File: src/rtl/proc2_bus_responder_if.sv
// proc2 data-bus interface: the processor drives address, store data and the
// store strobe; the responder returns registered load data.
//   addr : word address
//   dout : store data
//   W    : store strobe (store committed at the rising edge while high)
//   DIN  : load data back to the processor
interface proc2_bus_responder_if;
  logic [15:0] addr;
  logic [15:0] dout;
  logic        W;
  logic [15:0] DIN;

  modport master (output addr, dout, W, input DIN);
  modport slave  (input addr, dout, W, output DIN);
endinterface

File: src/rtl/proc2_bus_responder.sv
// Memory-mapped responder on the proc2 data bus. One-cycle fixed read latency
// so the processor never needs wait states.
// Address pages (addr[15:12]):
//   0x0 word RAM   0x1 LEDR   0x2 FIFO push (write-only)
//   0x3 switches (read-only)  0x4 FIFO status   others unmapped
// Ports:
//   Clock, Reset  : rising-edge clock, asynchronous active-high reset
//   bus           : proc2 bus (slave side)
//   SW            : asynchronous switch pins
//   LEDR          : LED register
//   out_data/out_valid/out_ready : FIFO drain port (valid/ready)
// Optional build macro BUS_ADDR_ERR_EN adds the sticky addr_err output,
// mirrored into status bit 14.
module proc2_bus_responder #(
  parameter int MEM_AW  = 7,
  parameter int FIFO_AW = 2,
  parameter int SW_W    = 10
) (
  input  logic                   Clock,
  input  logic                   Reset,
  proc2_bus_responder_if.slave   bus,
  input  logic [SW_W-1:0]        SW,
  output logic [15:0]            LEDR,
  output logic [15:0]            out_data,
  output logic                   out_valid,
  input  logic                   out_ready
`ifdef BUS_ADDR_ERR_EN
  ,
  output logic                   addr_err
`endif
);

  localparam int DEPTH = 2**FIFO_AW;

  logic [3:0]        page;
  logic [MEM_AW-1:0] ram_idx;
  assign page    = bus.addr[15:12];
  assign ram_idx = bus.addr[MEM_AW-1:0];

  // Upper in-page address bits alias onto the RAM index.
  logic unused_addr;
  assign unused_addr = ^bus.addr[11:MEM_AW];

  logic [15:0] mem      [2**MEM_AW];
  logic [15:0] fifo_mem [DEPTH];

  logic [15:0]        din_q, led_q;
  logic [SW_W-1:0]    sw_s1_q, sw_s2_q;
  logic [FIFO_AW-1:0] wr_ptr_q, rd_ptr_q;
  logic [FIFO_AW:0]   count_q, count_d;
  logic               ovf_q, ovf_d;

  logic wr_ram, wr_led, wr_fifo, wr_stat;
  assign wr_ram  = bus.W && (page == 4'h0);
  assign wr_led  = bus.W && (page == 4'h1);
  assign wr_fifo = bus.W && (page == 4'h2);
  assign wr_stat = bus.W && (page == 4'h4);

  logic full, pop, push, ovf_set;
  assign full    = count_q[FIFO_AW];        // count never exceeds DEPTH
  assign pop     = out_valid && out_ready;
  assign push    = wr_fifo && (!full || pop);
  assign ovf_set = wr_fifo && full && !pop;

  assign out_valid = (count_q != '0);
  assign out_data  = fifo_mem[rd_ptr_q];
  assign LEDR      = led_q;
  assign bus.DIN   = din_q;

`ifdef BUS_ADDR_ERR_EN
  logic [15:0] addr_prev_q;
  logic        addr_err_q, addr_err_set;
  // Only count an unmapped access when it is a store or a new address, so a
  // parked bus does not keep re-flagging.
  assign addr_err_set = (page > 4'h4) && (bus.W || (bus.addr != addr_prev_q));
  assign addr_err     = addr_err_q;
`endif

  logic [15:0] status;
  always_comb begin
    status              = '0;
    status[FIFO_AW:0]   = count_q;
    status[15]          = ovf_q;
`ifdef BUS_ADDR_ERR_EN
    status[14]          = addr_err_q;
`endif
  end

  logic [15:0] rd_data;
  always_comb begin
    rd_data = '0;
    case (page)
      4'h0:    rd_data = mem[ram_idx];
      4'h1:    rd_data = led_q;
      4'h3:    rd_data = {{(16-SW_W){1'b0}}, sw_s2_q};
      4'h4:    rd_data = status;
      default: rd_data = '0;
    endcase
  end

  always_comb begin
    count_d = count_q;
    if (push && !pop)      count_d = count_q + 1'b1;
    else if (pop && !push) count_d = count_q - 1'b1;
    // Set beats clear when both land in the same cycle.
    ovf_d = ovf_set ? 1'b1 : (wr_stat ? 1'b0 : ovf_q);
  end

  // Storage arrays carry no reset; RAM read above sees the pre-edge value,
  // giving old-data read-during-write.
  always_ff @(posedge Clock) begin
    if (wr_ram) mem[ram_idx]       <= bus.dout;
    if (push)   fifo_mem[wr_ptr_q] <= bus.dout;
  end

  always_ff @(posedge Clock or posedge Reset) begin
    if (Reset) begin
      din_q    <= '0;
      led_q    <= '0;
      sw_s1_q  <= '0;
      sw_s2_q  <= '0;
      wr_ptr_q <= '0;
      rd_ptr_q <= '0;
      count_q  <= '0;
      ovf_q    <= 1'b0;
    end else begin
      din_q   <= rd_data;
      sw_s1_q <= SW;
      sw_s2_q <= sw_s1_q;
      if (wr_led) led_q    <= bus.dout;
      if (push)   wr_ptr_q <= wr_ptr_q + 1'b1;
      if (pop)    rd_ptr_q <= rd_ptr_q + 1'b1;
      count_q <= count_d;
      ovf_q   <= ovf_d;
    end
  end

`ifdef BUS_ADDR_ERR_EN
  always_ff @(posedge Clock or posedge Reset) begin
    if (Reset) begin
      addr_prev_q <= '0;
      addr_err_q  <= 1'b0;
    end else begin
      addr_prev_q <= bus.addr;
      if (addr_err_set) addr_err_q <= 1'b1;
      else if (wr_stat) addr_err_q <= 1'b0;
    end
  end
`endif

endmodule

File: src/flat_wrapper.sv
// flat-port wrapper written by rule: the top's interface ports become plain ports
module proc2_bus_responder_flat 
#(
  parameter int MEM_AW  = 7,
  parameter int FIFO_AW = 2,
  parameter int SW_W    = 10
)
  (Clock, Reset, SW, LEDR, out_data, out_valid, out_ready, bus_addr, bus_dout, bus_W, bus_DIN);
  proc2_bus_responder_if bus_i ();
  input  logic Clock;
  input  logic Reset;
  input  logic [SW_W-1:0] SW;
  output logic [15:0] LEDR;
  output logic [15:0] out_data;
  output logic out_valid;
  input  logic out_ready;
  input wire logic [$bits(bus_i.addr)-1:0] bus_addr;
  input wire logic [$bits(bus_i.dout)-1:0] bus_dout;
  input wire logic [$bits(bus_i.W)-1:0] bus_W;
  output wire logic [$bits(bus_i.DIN)-1:0] bus_DIN;
  assign bus_i.addr = bus_addr;
  assign bus_i.dout = bus_dout;
  assign bus_i.W = bus_W;
  assign bus_DIN = bus_i.DIN;
  proc2_bus_responder #(.MEM_AW(MEM_AW), .FIFO_AW(FIFO_AW), .SW_W(SW_W)) u_core (.Clock(Clock), .Reset(Reset), .bus(bus_i), .SW(SW), .LEDR(LEDR), .out_data(out_data), .out_valid(out_valid), .out_ready(out_ready));
endmodule
File: config.mk
export PLATFORM = sky130hd
export DESIGN_NAME = proc2_bus_responder_flat
export DESIGN_NICKNAME = d
export VERILOG_FILES = /design/src/rtl/proc2_bus_responder_if.sv /design/src/rtl/proc2_bus_responder.sv /design/src/flat_wrapper.sv
export SDC_FILE = /design/constraint.sdc
export NUM_CORES = 2
export LEC_CHECK = 0
export CELL_PAD_IN_SITES_DETAIL_PLACEMENT = 1
export CELL_PAD_IN_SITES_GLOBAL_PLACEMENT = 2
export CORE_UTILIZATION = 31
export DETAILED_ROUTE_END_ITERATION = 8
export PLACE_DENSITY_LB_ADDON = 0.1
export SLEW_MARGIN = 20
export SYNTH_ARGS = -nofsm -noshare
export SYNTH_HDL_FRONTEND = slang
export SYNTH_SLANG_ARGS = --single-unit
export TNS_END_PERCENT = 5
File: constraint.sdc
create_clock -name Clock -period 3.1 [get_ports Clock]
set_clock_uncertainty 0.1 [all_clocks]
set_input_delay 0.31 -clock Clock [delete_from_list [all_inputs] [get_ports Clock]]
set_output_delay 0.31 -clock Clock [all_outputs]
set_load 0.01 [all_outputs]
=== Word level (Yosys, flattened, before mapping) ===
Memory sizes are Yosys's and may differ from the RTL's.
Index checks and enable logic that the tools add are counted.

* Register bits after elaboration: 60
* RAM bits: 2112
* Input bits: 46
* Output and inout port bits: 49
* Memories: 2

{| class="wikitable"
|+ Memories
! name !! words !! bits a word !! read ports !! clocked after Yosys merged registers in !! wr ports !! line !! text
|-
| u_core.mem || 128 || 16 || 1 || 0 || 1 || proc2_bus_responder.sv:44 || <nowiki>logic [15:0] mem [2**MEM_AW];</nowiki>
|-
| u_core.fifo_mem || 4 || 16 || 1 || 0 || 1 || proc2_bus_responder.sv:45 || <nowiki>logic [15:0] fifo_mem [DEPTH];</nowiki>
|}

* Add/subtract/negate cells: 4
* Equality and inequality tests: 4
* Mux-type cells: 9
* Reductions and logical operators: 18

{| class="wikitable"
|+ Operator list
! kind !! number
|-
| $pmux W16 S4 || 1
|-
| $logic_and A1 B1 Y1 || 10
|-
| $eq A4 B2 Y1 const B || 2
|-
| $mux W1 || 6
|-
| $mux W3 || 2
|-
| $add A2 B1 Y2 const B || 2
|-
| $eq A4 B1 Y1 const B || 1
|-
| $eq A4 B3 Y1 const B || 1
|-
| $logic_not A4 Y1 || 1
|-
| $reduce_bool A2 Y1 || 2
|-
| $add A3 B1 Y3 const B || 1
|-
| $logic_not A1 Y1 || 3
|-
| $reduce_bool A3 Y1 || 1
|-
| $sub A3 B1 Y3 const B || 1
|-
| $logic_or A1 B1 Y1 || 1
|}

=== Logic depth before layout (Yosys ltp) ===
* Depth after elaboration: 8
* Mapped depth: 10

=== Worst setup path before layout ===
OpenSTA, ideal clock, no wires.

* Path type: input -> register
* Start point: input bus_addr[0]
* End point: memory u_core.mem[100][0] (enable)
* Setup time: 389 ps
* Arrival time: 2243 ps
* Required time: 2611 ps
* Path slack: 369 ps
* Stages: 8
* Path buffers: 5
* Cells stage by stage: buf_2 buf_6 buf_4 buf_2 nor2_1 nand2_1 clkbuf_1 nor2_1

{| class="wikitable"
|+ RTL lines
! element !! line !! text
|-
| from (decl) || flat_wrapper.sv:17 || <nowiki>input wire logic [$bits(bus_i.addr)-1:0] bus_addr;</nowiki>
|-
| to (decl) || proc2_bus_responder.sv:44 ||
|}

Straight into the memory's write port.

=== Worst setup path after layout ===
* Start point: input bus_addr[1]
* End point: register u_core.din_q[3] (netlist: u_core.bus.DIN[3])

* Cells in the longest elaborated chain, start to end: 2

{| class="wikitable"
|+ Ends and longest elaborated chain
! element !! line !! text
|-
| $mem_v2 Z128 W16 || -- ||
|-
| $pmux W16 S4 || proc2_bus_responder.sv:92 || <nowiki>case (page)</nowiki>
|-
| named net u_core.rd_data[3] || proc2_bus_responder.sv:89 || <nowiki>logic [15:0] rd_data;</nowiki>
|-
| to (signal assigned) || proc2_bus_responder.sv:127 || <nowiki>din_q <= rd_data;</nowiki>
|-
| to (decl) || proc2_bus_responder.sv:47 || <nowiki>logic [15:0] din_q, led_q;</nowiki>
|}

The timed path passes the listed nets, and every way through them passes these cells.
A chain may end at the register's enable or synchronous reset.

==> summary.txt <==
Clocking
  • Clk buf depth: 4
  • Clk pin slew, worst setup/hold paths: about 60 ps
  • Post-CTS Setup Inserts: 0
  • Sink Count: roughly 2200
  • CTS tree: done
  • CTS H-tree depth: 4
  • Clock latency on the worst-skew pair: between 900 and 1000 ps
  • Total CTS buffers: 243
  • Root buffer cell: clkbuf_16

Routing
  • DRC: 0
  • Via density: between 4 and 5
  • Drt wl/cell: 29.4 microns
  • Final ANT Viol Nets: 0
  • Drt pass-1 iters: 5
  • Total wire length: 269 mm
  • DR vias: around 46000
  • DRT iter0 DRCs: between 3000 and 4000

Placement
  • HPWL Detailed: 171 mm
  • IO Port Bufs: 89
  • Setup WS pre-CTS: -832 ps
  • Routability cong.: 0.785

Worst setup path
  • CP max stage cell: o21ai_0
  • Critical path cell sequence: clkdlybuf4s50_1 > buf_4 > nand2b_4 > buf_12 > buf_12 > o22ai_1 > o21ai_0 > buf_4 > a41oi_1 > buf_4 > nor4_1 > buf_4 > o21ai_1
  • Max Fanout on Critical Path: 34
  • Worst setup path class: input pin to register
  • Cell family with most CP delay: buffers and inverters
  • CP startpoint: bus_addr[1]
  • CP endpoint kind: register
  • CP most frequent cell: buf_4
  • Data required time of the worst path: ~3800 ps
  • Bufs and invs on worst path: 7
  • Max stage delay on crit path: approximately 680 ps
  • Worst Path Arrival: ~3700 ps
  • Worst r2r src: u_core.mem[61][3]
  • Crit start category: input pin

Layout
  • Area Overhead vs Synth: 23.3%
  • Most frequent cells in the layout: edfxtp_1 (2112), mux2i_1 (1024), o22ai_1 (512)
  • Register area: between 60000 and 70000 sq um
  • Fill cell count: around 26000
  • Final Net Count: roughly 5400
  • Most common cell after layout, fill and taps aside: edfxtp_1
  • Share of cells above drive strength 1: 0.198
  • Multi-input logic area: about 17000 sq um
  • Layout Utilization: 0.385

Die
  • Core Rows: 190
  • I/O pins: 95
  • Die height: between 500 and 600 microns
  • Area of the core: 268000 sq um
  • Initial core utilization: 0.312
  • Die ar.: about 270000 sq um
  • Die W: 521 microns

Run
  • MaxCap Viol Count: 0

Timing
  • # setup viols final: 0
  • Slew margin rel.: 0.328
  • Worst slew pin tran: roughly 1000 ps
  • Max-slew violations: 0
  • Unrepaired setup endpoints after global routing: no
  • Final Hold Fails: 0
  • Final Worst Setup Slack: 96.9 ps
  • Final period util: 0.969
  • Final Critical Period: between 3000 and 4000 ps
  • Fmax: 333 MHz

GRT
  • Number of global-route vias before repair: around 48000
  • Initial antenna violation count: 26
  • Largest net degree at the start of global routing: 75
  • Global Route Usage Sum: 0.195
  • Gr ovfl total: 0
  • Global-route wire length before repair: ~370 mm

Synthesis
  • Post-Syn Instances: 4606
  • Syn Area/Cell: 18.2 sq um
  • Netlist Area Pre-Place: between 80000 and 90000 sq um
  • #FFs+latches synth: around 2200
  • Synth warn: 0
  • Distinct cells, synth: 35
  • Syn Nets: 4658
  • Sequential area share after synthesis: 0.776

Power and ir drop
  • Sw power: approximately 15 mW
  • Cell Pwr Density: approximately 630 nW/um^2
  • Max VDD drop: ~0.00045 V
  • Combinational Power Share: 0.071
  • Clk pwr share: 0.428
  • Reg power frac: 0.501
  • Pleak: between 30 and 40 nW
  • Switching power share of the total: 0.224
  • Int Power: between 50 and 60 mW

Hold path
  • Hold path startpoint: bus_addr[13]
  • Min-Delay Path Class: input pin to register

Status
  • Status: finished, final reports clean
[cell families after synthesis]
| group | count (synthesis) | synth area share |
|---|---|---|
| buf+inv | 286 | 0.0194 |
| flops | 2172 | 0.776 |
| mux | 1057 | 0.129 |
| compound gates | 861 | 0.0625 |
| xor+xnor | 6 | 0.000628 |
| simple gates | 218 | 0.0112 |
| fa+ha+maj | 6 | 0.000987 |
[Yosys cell counts, drive strengths merged]
cell type	number	area [sq um]
edfxtp	2112	63400
mux2i	1024	10200
o22ai	512	3200
o21ai	274	1370
buf	207	1320
nor2	137	514
clkbuf	75	282
a41oi	64	561
dfrtp	60	1500
nand2	32	120
mux2	17	191
nor4	17	106
mux4	16	360
nand3	9	45.0
a22oi	8	60.1
and2	5	31.3
ha	5	62.6
nand2b	5	31.3
nor2b	5	31.3
inv	4	15.0
xnor2	4	35.0
a222oi	3	30.0
and3	2	12.5
or2	2	12.5
xor2	2	17.5
fa	1	20.0
nand4b	1	8.76
nor3b	1	7.51
nor4b	1	8.76
or3	1	6.26
[worst paths after layout]
kind	slack (ps)	end	depth (start not counted)
max in group asynchronous	2250	u_core.LEDR[5]	4
worst max register to register	310	u_core.bus.DIN[3]	9
worst min-delay path	190	u_core.ovf_q	3
worst min register to register	250	u_core.sw_s2_q[6]	0
min in group asynchronous	280	u_core.rd_ptr_q[0]	4
worst max-delay path	100	u_core.bus.DIN[3]	13
[what timing repair did]
action	4_1_cts	5_1_grt
setup endpoints to repair	16	0
endpoints found under the hold margin	1025	0
resized for setup	6	0
hold buffers	29	0
[metal layers]
metal  track usage  vias up  wire, microns  part of all wire
met4        0.0460        2           5410             0.020
met3        0.0229      304          10700             0.040
li1              -    20293              -                 -
met2         0.329      858         131000              0.49
met5             0        -             13          0.000048
met1         0.269    24248         122000              0.45
[metrics by stage]
step | instances | power, mW | hold WS (ps) | cell area (sq um) | setup TNS, ps
2_1_floorplan | 4606 | 35.0 | 231 | 83600 | 0
6_report | 9142 | 64.8 | 189 | 103000 | 0
3_3_place_gp | 8669 | 37.7 | 234 | 95300 | -5660
5_1_grt | 9137 | 66.8 | 167 | 103000 | 0
4_1_cts | 9136 | 65.8 | 102 | 103000 | 0
3_5_place_dp | 8669 | 37.7 | 236 | 95300 | -5350
[cell type report]
type                            count  area share
Sequential cell                  2172       0.629
Multi-Input combinational cell   2148       0.167
Timing Repair Buffer              822      0.0875
Clock buffer                      308      0.0628
Tap cell                         3552      0.0431
Clock inverter                    130      0.0102
Inverter                            4    0.000158
Antenna cell                        6    0.000146
[tightest hold or removal path: cells and delay by family]
| family | cells | cell delay, ps |
|---|---|---|
| compound gates | 1 | 100 |
| buf+inv | 1 | 520 |
| simple gates | 1 | 200 |
[power groups by stage]
stage | combinational [mW] | clock [mW] | sequential [mW]
finish | 4.59 | 27.7 | 32.5
global route | 4.87 | 29.5 | 32.5
CTS | 4.72 | 28.6 | 32.5
detailed placement | 4.66 | 0 | 33.1
global placement | 4.64 | 0 | 33.1
floorplan | 1.94 | 0 | 33.1
[registers in the layout, summed over array words and instances (netlist names)]
| signal | flops |
|---|---|
| u_core.LEDR | 16 |
| u_core.bus.DIN | 16 |
| u_core.count_q | 3 |
| u_core.fifo_mem | 64 |
| u_core.mem | 2048 |
| u_core.ovf_q | 1 |
| u_core.rd_ptr_q | 2 |
| u_core.sw_s1_q | 10 |
| u_core.sw_s2_q | 10 |
| u_core.wr_ptr_q | 2 |
Note: power is estimated with default switching activity, not from simulation.
